**config.mk**
```make
export PLATFORM = sky130hd
export DESIGN_NAME = odd_issue_sched
export DESIGN_NICKNAME = d
export VERILOG_FILES = /design/src/rtl/odd_issue_sched.sv
export SDC_FILE = /design/constraint.sdc
export NUM_CORES = 1
export LEC_CHECK = 0
export CORE_ASPECT_RATIO = 1.5
export CORE_UTILIZATION = 40
export CTS_CLUSTER_DIAMETER = 40
export DETAILED_ROUTE_END_ITERATION = 7
export PLACE_DENSITY_LB_ADDON = 0.08
export SYNTH_ARGS = -nofsm -noshare
export SYNTH_HDL_FRONTEND = slang
export SYNTH_SLANG_ARGS = --single-unit
```
**constraint.sdc**
```tcl
create_clock -name clock -period 8.25 [get_ports clock]
set_input_delay 1.65 -clock clock [delete_from_list [all_inputs] [get_ports clock]]
set_output_delay 1.65 -clock clock [all_outputs]
set_load 0.01 [all_outputs]
```
**src/rtl/odd_issue_sched.sv**
```systemverilog
// odd_issue_sched -- issue scheduler for the SPU odd pipe.
//
// Decoded odd-pipe instructions enter through a valid/ready handshake into a
// 2-entry FIFO. The head issues (one per cycle) into the odd pipe unless a
// scoreboard of recently issued writers says one of its operands, or its own
// destination, is not yet forwardable. Branches are serialised: after a branch
// issues nothing else issues until the pipe resolves it; a taken branch spends
// one FLUSH cycle discarding everything queued.
//
// Optional feature macro: ODD_SCHED_STATS_EN adds the stall_count port.
//
// Ports
//   clock, reset          rising-edge clock, asynchronous active-high reset
//   in_valid / in_ready   decode handshake (accept on both high at the edge)
//   in_op_code            opcode, OPW bits
//   in_ra/rb/rt_addr      register addresses (7 bits each)
//   in_ra_used/rb_used    source operand is read
//   in_rt_wr              instruction writes rt
//   in_lat                issue-to-forwardable latency, 1..7 (0 acts as 1)
//   in_is_branch          instruction is a branch
//   br_resolve            odd pipe reports a branch outcome this cycle
//   branch_taken          outcome, meaningful only with br_resolve
//   iss_*                 registered instruction presented to the odd pipe
//   stall                 head valid but held by a hazard (combinational)
//   stall_count           saturating count of stall / branch-wait cycles
module odd_issue_sched #(
  parameter int OPW   = 8,
  parameter int DEPTH = 7
) (
  input  logic           clock,
  input  logic           reset,
  input  logic           in_valid,
  output logic           in_ready,
  input  logic [OPW-1:0] in_op_code,
  input  logic [6:0]     in_ra_addr,
  input  logic [6:0]     in_rb_addr,
  input  logic [6:0]     in_rt_addr,
  input  logic           in_ra_used,
  input  logic           in_rb_used,
  input  logic           in_rt_wr,
  input  logic [2:0]     in_lat,
  input  logic           in_is_branch,
  input  logic           br_resolve,
  input  logic           branch_taken,
  output logic           iss_valid,
  output logic [OPW-1:0] iss_op_code,
  output logic [6:0]     iss_ra_addr,
  output logic [6:0]     iss_rb_addr,
  output logic [6:0]     iss_rt_address,
  output logic           iss_wrt_en,
  output logic           stall
`ifdef ODD_SCHED_STATS_EN
  ,
  output logic [15:0]    stall_count
`endif
);

  typedef struct packed {
    logic [OPW-1:0] op;
    logic [6:0]     ra;
    logic [6:0]     rb;
    logic [6:0]     rt;
    logic           ra_used;
    logic           rb_used;
    logic           rt_wr;
    logic [2:0]     lat;
    logic           br;
  } ent_t;

  typedef enum logic [1:0] {ST_RUN, ST_STALL, ST_BR_WAIT, ST_FLUSH} state_t;

  // Remaining-cycles counters never go below zero.
  function automatic logic [2:0] f_rem_dec(input logic [2:0] rem);
    return (rem == 3'd0) ? 3'd0 : rem - 3'd1;
  endfunction

  // A latency of 0 behaves like 1, so both load a remaining count of 0.
  function automatic logic [2:0] f_lat_rem(input logic [2:0] lat);
    return (lat == 3'd0) ? 3'd0 : lat - 3'd1;
  endfunction

  state_t         r_state;
  logic [1:0]     r_count;
  ent_t           r_ent0;   // FIFO head
  ent_t           r_ent1;
  logic [DEPTH-1:0] r_sb_v;
  logic [6:0]     r_sb_rt  [DEPTH];
  logic [2:0]     r_sb_rem [DEPTH];

  logic           r_iss_valid;
  logic [OPW-1:0] r_iss_op;
  logic [6:0]     r_iss_ra;
  logic [6:0]     r_iss_rb;
  logic [6:0]     r_iss_rt;
  logic           r_iss_wr;

  ent_t w_in_ent;
  logic w_head_vld;
  logic w_hazard;
  logic w_issue;
  logic w_push;

  always_comb begin
    w_in_ent         = '0;
    w_in_ent.op      = in_op_code;
    w_in_ent.ra      = in_ra_addr;
    w_in_ent.rb      = in_rb_addr;
    w_in_ent.rt      = in_rt_addr;
    w_in_ent.ra_used = in_ra_used;
    w_in_ent.rb_used = in_rb_used;
    w_in_ent.rt_wr   = in_rt_wr;
    w_in_ent.lat     = in_lat;
    w_in_ent.br      = in_is_branch;
  end

  // A slot only blocks while its result is still in flight (rem > 0).
  always_comb begin
    w_hazard = 1'b0;
    for (int i = 0; i < DEPTH; i++) begin
      if (r_sb_v[i] && (r_sb_rem[i] != 3'd0)) begin
        if ((r_ent0.ra_used && (r_sb_rt[i] == r_ent0.ra)) ||
            (r_ent0.rb_used && (r_sb_rt[i] == r_ent0.rb)) ||
            (r_ent0.rt_wr   && (r_sb_rt[i] == r_ent0.rt)))
          w_hazard = 1'b1;
      end
    end
  end

  assign w_head_vld = (r_count != 2'd0);
  assign stall      = w_head_vld && w_hazard;
  assign w_issue    = w_head_vld && !w_hazard &&
                      ((r_state == ST_RUN) || (r_state == ST_STALL));
  assign in_ready   = (r_count < 2'd2) && (r_state != ST_FLUSH);
  assign w_push     = in_valid && in_ready;

  // FIFO occupancy; the FLUSH cycle empties it (no push can happen then).
  always_ff @(posedge clock or posedge reset) begin
    if (reset) begin
      r_count <= 2'd0;
    end else if (r_state == ST_FLUSH) begin
      r_count <= 2'd0;
    end else begin
      case ({w_push, w_issue})
        2'b10:   r_count <= r_count + 2'd1;
        2'b01:   r_count <= r_count - 2'd1;
        default: r_count <= r_count;
      endcase
    end
  end

  // FIFO payload: entry 0 is always the head, entry 1 shifts down on a pop.
  always_ff @(posedge clock) begin
    if (w_issue)
      r_ent0 <= w_push ? w_in_ent : r_ent1;
    else if (w_push && (r_count == 2'd0))
      r_ent0 <= w_in_ent;
    if (w_push && !w_issue && (r_count == 2'd1))
      r_ent1 <= w_in_ent;
  end

  // Scoreboard: slot index is cycles since issue; slot 0 takes the new writer.
  always_ff @(posedge clock or posedge reset) begin
    if (reset)
      r_sb_v <= '0;
    else
      r_sb_v <= {r_sb_v[DEPTH-2:0], w_issue && r_ent0.rt_wr};
  end

  always_ff @(posedge clock) begin
    for (int i = DEPTH-1; i > 0; i--) begin
      r_sb_rt[i]  <= r_sb_rt[i-1];
      r_sb_rem[i] <= f_rem_dec(r_sb_rem[i-1]);
    end
    r_sb_rt[0]  <= r_ent0.rt;
    r_sb_rem[0] <= f_lat_rem(r_ent0.lat);
  end

  // Control FSM with registered issue outputs.
  always_ff @(posedge clock or posedge reset) begin
    if (reset) begin
      r_state     <= ST_RUN;
      r_iss_valid <= 1'b0;
      r_iss_op    <= '0;
      r_iss_ra    <= '0;
      r_iss_rb    <= '0;
      r_iss_rt    <= '0;
      r_iss_wr    <= 1'b0;
    end else begin
      r_iss_valid <= w_issue;
      if (w_issue) begin
        r_iss_op <= r_ent0.op;
        r_iss_ra <= r_ent0.ra;
        r_iss_rb <= r_ent0.rb;
        r_iss_rt <= r_ent0.rt;
        r_iss_wr <= r_ent0.rt_wr;
      end
      case (r_state)
        ST_RUN, ST_STALL: begin
          if (w_issue && r_ent0.br)
            r_state <= ST_BR_WAIT;
          else if (stall)
            r_state <= ST_STALL;
          else
            r_state <= ST_RUN;
        end
        ST_BR_WAIT: begin
          if (br_resolve)
            r_state <= branch_taken ? ST_FLUSH : ST_RUN;
        end
        ST_FLUSH: r_state <= ST_RUN;
        default:  r_state <= ST_RUN;
      endcase
    end
  end

  assign iss_valid      = r_iss_valid;
  assign iss_op_code    = r_iss_op;
  assign iss_ra_addr    = r_iss_ra;
  assign iss_rb_addr    = r_iss_rb;
  assign iss_rt_address = r_iss_rt;
  assign iss_wrt_en     = r_iss_wr;

`ifdef ODD_SCHED_STATS_EN
  function automatic logic [15:0] f_sat_inc(input logic [15:0] cnt);
    return (cnt == 16'hFFFF) ? cnt : cnt + 16'd1;
  endfunction

  logic [15:0] r_stall_count;

  always_ff @(posedge clock or posedge reset) begin
    if (reset)
      r_stall_count <= 16'd0;
    else if (stall || (r_state == ST_BR_WAIT))
      r_stall_count <= f_sat_inc(r_stall_count);
  end

  assign stall_count = r_stall_count;
`endif

endmodule

```
==> out/results.ini, run 1 <==
[setup_path]
crit_path_max_incr_delay_ns=0.59
crit_slowest_cell=edfxtp_1
worst_setup_path_end_kind=output pin
critical_path_buf_inv_count=1
cp.required_ns=6.60
cp_max_fo=9
cp.arrival_ns=3.51
crit_type=flip-flop to output pin
cp-start-kind=flip-flop
crit_family=simple AND/OR/NAND/NOR gates
crit_chain=xor2_1 > nor4_1 > nand4_1 > a311o_1 > nand4_2 > and4b_1 > nor2_1 > clkdlybuf4s50_1

[power_and_ir_drop]
p_sw_frac=0.382
powerDensity_nw_per_um2=471
p_comb_frac=0.361
p_int_mw=2.77
power_frac_clock=0.181
net-switching-power_mw=1.71
ir_worst_vdd_mv=0.175
p_seq_frac=0.458
p_leak_nw=3.68

[flow_run]
cap_viol_max_count=0

[timing]
period_minus_slack_ns=5.16
hold_ws_ns=0.380
period_share=0.625
fin_tns_setup_ns=0
final-setup-viol-count=0
slew_headroom=0.314
maxSlewViolCount=0
fmax_mhz=194
timing.final.hold_violations=0
rsz0062_at_grt=no
worst_pin_slew_ns=1.03
finalClockSkew_ns=0.00915

[global_routing]
grt_pass1_vias=5037
grt_max_degree=43
antenna_found_initial=0
grt_use_total=0.202
grt_pass1_wl_mm=30.3
overflow=0

[cts]
cts_buffer_depth=2
clock-root-buffer=clkbuf_16
hold_buffers=0
clk_pin_slew_ns=0.06
numCtsBuffers=17
post_cts_buffers=0
cts.sinks=184
cts-resized-gates=0
clk_latency_ns=0.43
htreeDepth=4
cts_tree=built

[finish]
fillers=1779
final_cells=933
area_growth_pct=17.4
drive_above_1_share=0.155
nets=717
diodes=0

[detailed_routing]
drc=0
dr.first_iter.drc_count=280
wl_per_cell_um=21.4
finalWirelength_mm=19.9
firstDrtPassIters=4
viasPerCell=4.90
vias=4572
detail-route-antenna-nets=0

[synth]
yosys-top-cells-area=edfxtp_1 (27%), dfxtp_1 (17%), dfrtp_1 (13%)
netlist.area_leader.share=0.267
ys_seq_area_frac=0.569
synth_nets=651
synth_area_per_cell_sq_um=13.6
yosys.area.top_type=edfxtp_1
ys_types=35
synth-seq-cells=184
ys_warn_count=0
syn_inst=594
synth_area_sq_um=8100

[die]
die_h_um=176
rows=63
start_util=0.410
dieArea_sq_um=20800
die_x_um=118
ios=74
coreArea_sq_um=19800

[status]
outcome=complete, no violations

[placement]
dp_cells=901
io_buffers=73
gp_congestion=0.863
dpl.hpwl_mm=14.3

[min_path]
hold_path.class=flip-flop to flip-flop

-- area by class of cell --
cell class | instances | area [sq um] | area share
Clock buffer | 18 | 429 | 0.0451
Clock inverter | 14 | 149 | 0.0157
Inverter | 24 | 90.1 | 0.00947
Multi-Input combinational cell | 357 | 3150 | 0.331
Sequential cell | 184 | 4610 | 0.485
Tap cell | 260 | 325 | 0.0342
Timing Repair Buffer | 76 | 753 | 0.0792
-- sequential cells by signal, summed over array words and instances, names as in the netlist, 7 cells and up --
signal          flops
iss_ra_addr         7
r_ent1             36
iss_rb_addr         7
iss_op_code         8
r_sb_rt            49
iss_rt_address      7
r_sb_v              7
r_ent0             36
r_sb_rem           21
-- cells in the final DEF, fill, tap and decap left out, types with 3 or more instances in the layout --
cell type        synthesis  layout
nor2_1                  42      42
edfxtp_1                72      72
mux2_2                  34      34
xor2_1                 108     108
ha_1                    16      16
nand2b_1                 3       3
mux2_4                  30      30
nand4_1                 25      25
inv_1                   24      23
nor2b_1                  7       7
clkdlybuf4s50_1          0      73
mux2_1                   8       8
nor4_1                  18      18
xnor2_1                 40      40
inv_6                    0       4
clkbuf_16                0      17
a311o_1                  6       6
buf_4                    2       3
dfrtp_1                 42      42
dfxtp_1                 70      70
a21oi_1                  3       3
-- layer usage --
layer | global-route usage | up-vias | part of all wire
li1 | - | 2177 | -
met1 | 0.213 | 2302 | 0.38
met2 | 0.401 | 71 | 0.58
met3 | 0.0317 | 22 | 0.020
met4 | 0.0689 | 0 | 0.017
met5 | 0 | - | 0
-- cell families after synthesis --
group / count (synthesis) / share of synthesized area
AOI/OAI and AO/OA: 16 / 0.0167
DFF: 184 / 0.569
muxes: 74 / 0.116
buffers and inverters: 53 / 0.0429
and+or+nand+nor: 103 / 0.0698
adders and majority gates: 16 / 0.0247
xor gates and xnor gates: 148 / 0.160
-- power by group through the flow --
stage,Sequential [mW],Combinational [mW],Clock [mW]
floorplan,1.71,1.42,0
global placement,2.09,1.63,0
detailed placement,2.09,1.65,0
CTS,2.07,1.66,0.828
global route,2.11,1.79,0.862
finish,2.05,1.62,0.810
-- worst reg2reg max path: stages (launching register included) --
cell and delay [ns]:
edfxtp_1 0.59, xor2_1 0.24, nor4_1 0.50, nand4_1 0.19
a311o_1 0.41, nand4_2 0.21, nor2_4 0.07, buf_4 0.30
nor3b_2 0.26, buf_4 0.45
-- through the flow --
stage               worst slack, ns  power, mW  instance area (sq um)  utilization
detailed placement             3.45       3.73                   8930        0.452
CTS                            3.00       4.56                   9510        0.481
finish                         3.09       4.48                   9510        0.481
global placement               3.51       3.72                   8930        0.452
global route                   2.87       4.77                   9510        0.481
floorplan                      3.26       3.13                   8100            -
-- Yosys cell counts --
cell type and number:
edfxtp_1 72, mux2_2 34, nor2_1 42, dfrtp_1 42
xor2_1 108, mux2_1 8, dfxtp_1 70, buf_6 10
nand4_2 2, a221oi_1 1, nand4_1 25, a31o_2 1
nand2b_1 3, nor2_4 1, a21oi_1 3, nor4_1 18
a32o_1 1, xnor2_1 40, nor2b_1 7, and2_1 1
o31ai_1 2, mux2_4 30, ha_1 16, o31a_1 2
buf_12 3, nand2_1 1, a311o_1 6, clkbuf_2 1
buf_2 13, and4b_1 1, nor3b_1 1, buf_4 2
mux2i_1 2, inv_1 24, nor3b_2 1
-- final timing paths --
path	startpoint	end	slack, ns	cells past startpoint
min	r_sb_v[4]	r_sb_v[5]	0.38	0
min reg2reg	r_sb_v[4]	r_sb_v[5]	0.38	0
min in group asynchronous	reset	iss_op_code[3]	1.77	2
max in group asynchronous	reset	iss_rt_address[1]	5.86	2
max	r_ent0[9]	stall	3.09	8
max reg2reg	r_ent0[9]	r_ent1[15]	4.65	9
No activity file was read; power rests on OpenSTA's default activity.
==> run 2: changes to the inputs <==
==> constraint.sdc (replaced) <==
create_clock -name clock -period 5 [get_ports clock]
set_input_delay 1 -clock clock [delete_from_list [all_inputs] [get_ports clock]]
set_output_delay 1 -clock clock [all_outputs]
set_load 0.01 [all_outputs]
==> out/results.ini, run 2 (synthesis results as in run 1) <==
[power_and_ir_drop]
p_int_mw=4.60  ; +66%
power_frac_clock=0.180  ; about the same
ir_worst_vdd_mv=0.364  ; +110%
p_sw_frac=0.379  ; -0.00340
net-switching-power_mw=2.81  ; +64%
p_comb_frac=0.361  ; about the same
p_seq_frac=0.459  ; about the same
powerDensity_nw_per_um2=778  ; +65%
p_leak_nw=3.69  ; +0.20%

[placement]
dpl.hpwl_mm=14.0  ; -1.8%
io_buffers=73  ; unchanged
gp_congestion=0.831  ; -3.7%
place_area_sq_um=8940  ; about the same

[timing]
finalClockSkew_ns=0.00889  ; -0.000267 ns
rsz0062_at_grt=no
fin_tns_setup_ns=0  ; unchanged
timing.final.hold_violations=0  ; unchanged
maxSlewViolCount=0  ; unchanged
hold_ws_ns=0.386  ; +0.00535 ns
fmax_mhz=227
worst_pin_slew_ns=1.05  ; +0.0205 ns
final-setup-viol-count=0  ; unchanged
period_share=0.880
slew_headroom=0.299  ; -0.0147
period_minus_slack_ns=4.40

[detailed_routing]
vias=4689  ; +2.6%
drc=0  ; unchanged
detail-route-antenna-nets=0  ; unchanged
dr.first_iter.drc_count=223  ; -20%
wl_per_cell_um=21.2  ; -0.75%
finalWirelength_mm=19.8  ; -0.64%
viasPerCell=5.02  ; +2.4%
firstDrtPassIters=4  ; unchanged

[finish]
largest_register_ff_count=49  ; unchanged
regArea_sq_um=4610  ; unchanged
multi_input_area_sq_um=3150  ; unchanged
drive_above_1_share=0.150  ; -0.00468
layout_common_cells=xor2_1 (108), clkdlybuf4s50_1 (73), edfxtp_1 (72)
final_area_sq_um=9520  ; about the same
largest_registers=r_sb_rt (49), r_ent0 (36), r_ent1 (36)
area_growth_pct=17.5  ; about the same
nets=718  ; +0.14%
fillers=1794  ; +0.84%
top_register=r_sb_rt
diodes=0  ; unchanged
layout_commonest_cell=xor2_1

[setup_path]
critical_path_buf_inv_count=1  ; unchanged
cp.arrival_ns=3.40  ; -0.11 ns
crit_type=flip-flop to output pin
worst_setup_path_end_kind=output pin
crit_slowest_cell=edfxtp_1
crit_chain=xor2_1 > nor4_1 > nand4_1 > a311o_1 > nand4_2 > and4b_1 > nor2_1 > clkdlybuf4s50_1
cp-start-kind=flip-flop
crit_family=simple AND/OR/NAND/NOR gates
crit_path_max_incr_delay_ns=0.66  ; +0.07 ns
cp_max_fo=8  ; -1
cp.required_ns=4.00  ; -2.60 ns

[die]
die_x_um=118  ; unchanged
die_h_um=176  ; unchanged
start_util=0.410  ; unchanged
rows=63  ; unchanged
coreArea_sq_um=19800  ; unchanged
ios=74  ; unchanged
dieArea_sq_um=20800  ; unchanged

[cts]
cts_tree=built
cts.sinks=184  ; unchanged
clock-root-buffer=clkbuf_16
post_cts_buffers=0  ; unchanged
numCtsBuffers=17  ; unchanged
cts_buffer_depth=2  ; unchanged
clk_pin_slew_ns=0.06  ; about the same
cts-resized-gates=0  ; unchanged
htreeDepth=4  ; unchanged
clk_latency_ns=0.43  ; about the same
hold_buffers=0  ; unchanged

[global_routing]
grt_max_degree=43  ; unchanged
gr-max-usage-layer=met2
grt_pass1_wl_mm=30.2  ; -0.25%
met3_usage=0.0365  ; +0.00484
overflow=0  ; unchanged
grt_use_total=0.201  ; -0.00139
antenna_found_initial=0  ; unchanged
grt_use_met1=0.208  ; -0.00499
met2_usage=0.379  ; -0.0218
grt_pass1_vias=5228  ; +3.8%

[status]
outcome=complete, no violations

[min_path]
hold_path.class=flip-flop to flip-flop

[flow_run]
cap_viol_max_count=0  ; unchanged

-- run 2: cell types whose count changed in the layout (fill, tap and decap cells not counted) --
cell	before	now
clkinvlp_4	2	1
inv_6	4	1
clkinv_2	2	1
clkbuf_8	0	3
clkinvlp_2	1	0
clkbuf_1	1	5
inv_8	1	0
buf_4	3	4
-- run 2: layer usage --
metal	vias up	wire [um]
met3	43	485
met2	104	11000
met4	0	755
met5	-	0
li1	2177	-
met1	2365	7540
-- run 2: stage by stage --
stage	total power, mW	setup WS, ns	utilization	instances
finish	7.41	0.601	0.481	934
global route	7.85	0.405	0.481	934
CTS	7.52	0.571	0.481	934
detailed placement	6.15	1.06	0.452	902
global placement	6.11	0.993	0.452	902
floorplan	5.17	0.0114	-	594
-- run 2: final cells by class --
class	count	area share
well taps	260	0.0342
inverters	24	0.00946
clock buffers	25	0.0510
clock inverters	7	0.00986
multi-input cells	357	0.331
flip-flops and latches	184	0.485
repair buffers	77	0.0799
-- run 2: path summary, 6_finish.rpt --
kind / from / endpoint / slack [ns] / cells past startpoint
worst max register to register: r_ent0[17] / r_ent0[27] / 1.32 / 7
min in group asynchronous: reset / iss_op_code[3] / 1.14 / 2
max in group asynchronous: reset / iss_ra_addr[0] / 3.21 / 2
worst max-delay path: r_ent0[14] / stall / 0.60 / 8
worst min register to register: r_sb_v[5] / r_sb_v[6] / 0.39 / 0
worst min-delay path: r_sb_v[5] / r_sb_v[6] / 0.39 / 0
-- run 2: power groups by stage --
stage                     registers (mW)  logic (mW)  clock network [mW]
after global routing                3.49        2.93                1.43
after CTS                           3.42        2.73                1.37
after floorplan                     2.82        2.34                   0
final                               3.40        2.67                1.34
after detailed placement            3.44        2.71                   0
after global placement              3.45        2.67                   0
-- run 2: worst reg2reg max path, stage by stage (launching register included) --
cell,delay [ns]
edfxtp_1,0.76
xnor2_1,0.22
nand4_1,0.13
nor2_1,0.04
o31ai_1,0.51
nand4_2,0.34
nor2_4,0.43
a31o_2,0.85
==> run 3: changes to the inputs <==
--- a/config.mk
+++ b/config.mk
@@ -9,7 +9,6 @@
 export CORE_UTILIZATION = 40
 export CTS_CLUSTER_DIAMETER = 40
 export DETAILED_ROUTE_END_ITERATION = 7
-export PLACE_DENSITY_LB_ADDON = 0.08
 export SYNTH_ARGS = -nofsm -noshare
 export SYNTH_HDL_FRONTEND = slang
 export SYNTH_SLANG_ARGS = --single-unit
==> out/results.ini, run 3 (synthesis results as in run 1) <==
[setup_path]
crit_path_max_incr_delay_ns=0.66  ; about the same
critical_path_buf_inv_count=1  ; unchanged
worst_setup_path_end_kind=output pin
cp_max_fo=8  ; unchanged
r2r_end=r_ent1[7]
r2r_setup_slack_ns=1.42  ; +0.10 ns
cp.required_ns=4.00  ; about the same
r2r_start=r_ent0[16]
worstRegToRegCells=8  ; +1
crit_type=flip-flop to output pin
cp-start-kind=flip-flop
cp.arrival_ns=3.61  ; +0.21 ns
crit_family=simple AND/OR/NAND/NOR gates
crit_chain=xor2_1 > nor4_1 > nand4_1 > a311o_1 > nand4_2 > and4b_1 > nor2_1 > clkdlybuf4s50_1
crit_slowest_cell=edfxtp_1

[timing]
worst_pin_slew_ns=1.04  ; -0.00900 ns
period_share=0.922  ; +0.0421
fmax_mhz=217  ; -4.6%
fin_tns_setup_ns=0  ; unchanged
finalClockSkew_ns=0.00924  ; +0.000357 ns
rsz0062_at_grt=no
slew_headroom=0.307  ; +0.00702
period_minus_slack_ns=4.61  ; +0.210 ns
final-setup-viol-count=0  ; unchanged
maxSlewViolCount=0  ; unchanged
timing.final.hold_violations=0  ; unchanged

[detailed_routing]
vias=4615  ; -1.6%
drt-met1-wl_mm=7.42  ; -1.6%
dr.first_iter.drc_count=164  ; -26%
firstDrtPassIters=4  ; unchanged
drc=0  ; unchanged
finalWirelength_mm=19.1  ; -3.4%
met3_length_um=416  ; -14%
routed.top_layer=met4
wl_per_cell_um=20.4  ; -3.6%
dr_wl_met2_mm=10.5  ; -4.6%
viasPerCell=4.93  ; -1.8%
detail-route-antenna-nets=0  ; unchanged

[die]
ios=74  ; unchanged
dieArea_sq_um=20800  ; unchanged
die_x_um=118  ; unchanged
coreArea_sq_um=19800  ; unchanged
die_h_um=176  ; unchanged
start_util=0.410  ; unchanged
rows=63  ; unchanged

[cts]
hold_buffers=0  ; unchanged
post_cts_buffers=0  ; unchanged
clock-root-buffer=clkbuf_16
numCtsBuffers=17  ; unchanged
clk_pin_slew_ns=0.07  ; about the same
clk_latency_ns=0.44  ; about the same
cts-resized-gates=0  ; unchanged
cts_buffer_depth=2  ; unchanged
cts_tree=built
cts.sinks=184  ; unchanged
htreeDepth=4  ; unchanged

[finish]
area_growth_pct=17.7
final_cells=936  ; +0.21%
layout_common_cells=xor2_1 (108), clkdlybuf4s50_1 (73), edfxtp_1 (72)
largest_register_ff_count=49  ; unchanged
layout_commonest_cell=xor2_1
top_register=r_sb_rt
nets=720  ; +0.28%
fillers=1777  ; -0.95%
drive_above_1_share=0.161  ; +0.0114
largest_registers=r_sb_rt (49), r_ent0 (36), r_ent1 (36)
diodes=0  ; unchanged

[flow_run]
cap_viol_max_count=0  ; unchanged

[global_routing]
grt_pass1_vias=5107  ; -2.3%
antenna_found_initial=0  ; unchanged
grt_max_degree=43  ; unchanged
overflow=0  ; unchanged
grt_use_total=0.199  ; -0.00195
grt_pass1_wl_mm=30.0  ; -0.71%

[status]
outcome=complete, no violations

[power_and_ir_drop]
powerDensity_nw_per_um2=776  ; -0.27%
ir_worst_vdd_mv=0.377  ; +3.6%
p_leak_nw=3.70  ; +0.28%

[placement]
io_buffers=73  ; unchanged
gp_congestion=0.879  ; +5.8%
dp_cells=904  ; +0.22%
dpl.hpwl_mm=13.8  ; -1.8%

[min_path]
hold_path.startpoint=r_sb_v[0]
holdPathEnd=r_sb_v[1]
hold_path.class=flip-flop to flip-flop
min_path_cells=0  ; unchanged

## run 3: cell count changes in the layout (fill, tap and decap cells not counted)
cell	previous run	this run
clkinvlp_4	1	2
inv_8	0	2
bufinv_16	2	0
clkbuf_1	5	0
clkinv_2	1	2
clkinv_1	1	0
buf_12	0	2
inv_6	1	5
inv_4	0	2
clkbuf_8	3	1
## run 3: power by group
| group | switching, mW | internal (mW) | leakage, nW |
|---|---|---|---|
| Sequential | 0.999 | 2.34 | 1.77 |
| Clock | 0.604 | 0.663 | 0.273 |
| Combinational | 1.28 | 1.52 | 1.66 |
## run 3: worst max path at each step
stage	from	endpoint	depth (start not counted)
global route	r_ent0[16]	stall	8
detailed placement	r_ent0[16]	stall	8
finish	r_ent0[16]	stall	8
global placement	r_ent0[16]	stall	8
floorplan	r_ent0[10]	r_ent1[0]	9
CTS	r_ent0[16]	stall	8
## run 3: stage by stage
| stage | total power [mW] | setup WS [ns] | hold WS [ns] | area [sq um] | utilization |
|---|---|---|---|---|---|
| 2_1_floorplan | 5.17 | 0.0114 | 0.343 | 8100 | - |
| 3_3_place_gp | 6.18 | 0.783 | 0.362 | 8980 | 0.454 |
| 3_5_place_dp | 6.20 | 0.867 | 0.366 | 8980 | 0.454 |
| 4_1_cts | 7.49 | 0.355 | 0.382 | 9530 | 0.482 |
| 5_1_grt | 7.87 | 0.259 | 0.397 | 9530 | 0.482 |
| 6_report | 7.40 | 0.391 | 0.376 | 9530 | 0.482 |
## run 3: worst register-to-register path, cell delays in order, from the launching register on
cell      delay [ns]
edfxtp_1        0.66
xor2_1          0.27
nor4_1          0.50
nand4_1         0.19
a311o_1         0.40
nand4_2         0.20
nor2_4          0.12
nor3b_2         0.63
buf_12          0.28
## run 3: area by class of cell
type / instances / area, sq um / area share
inverters: 24 / 90.1 / 0.00945
multi-input cells: 357 / 3150 / 0.331
flip-flops and latches: 184 / 4610 / 0.484
well taps: 260 / 325 / 0.0341
repair buffers: 79 / 801 / 0.0840
clock inverters: 14 / 113 / 0.0118
clock buffers: 18 / 439 / 0.0461
## run 3: per-layer routing
metal,track usage,up-vias
met2,0.369,84
met5,0,-
met1,0.215,2304
met4,0.102,0
met3,0.0352,35
li1,-,2192
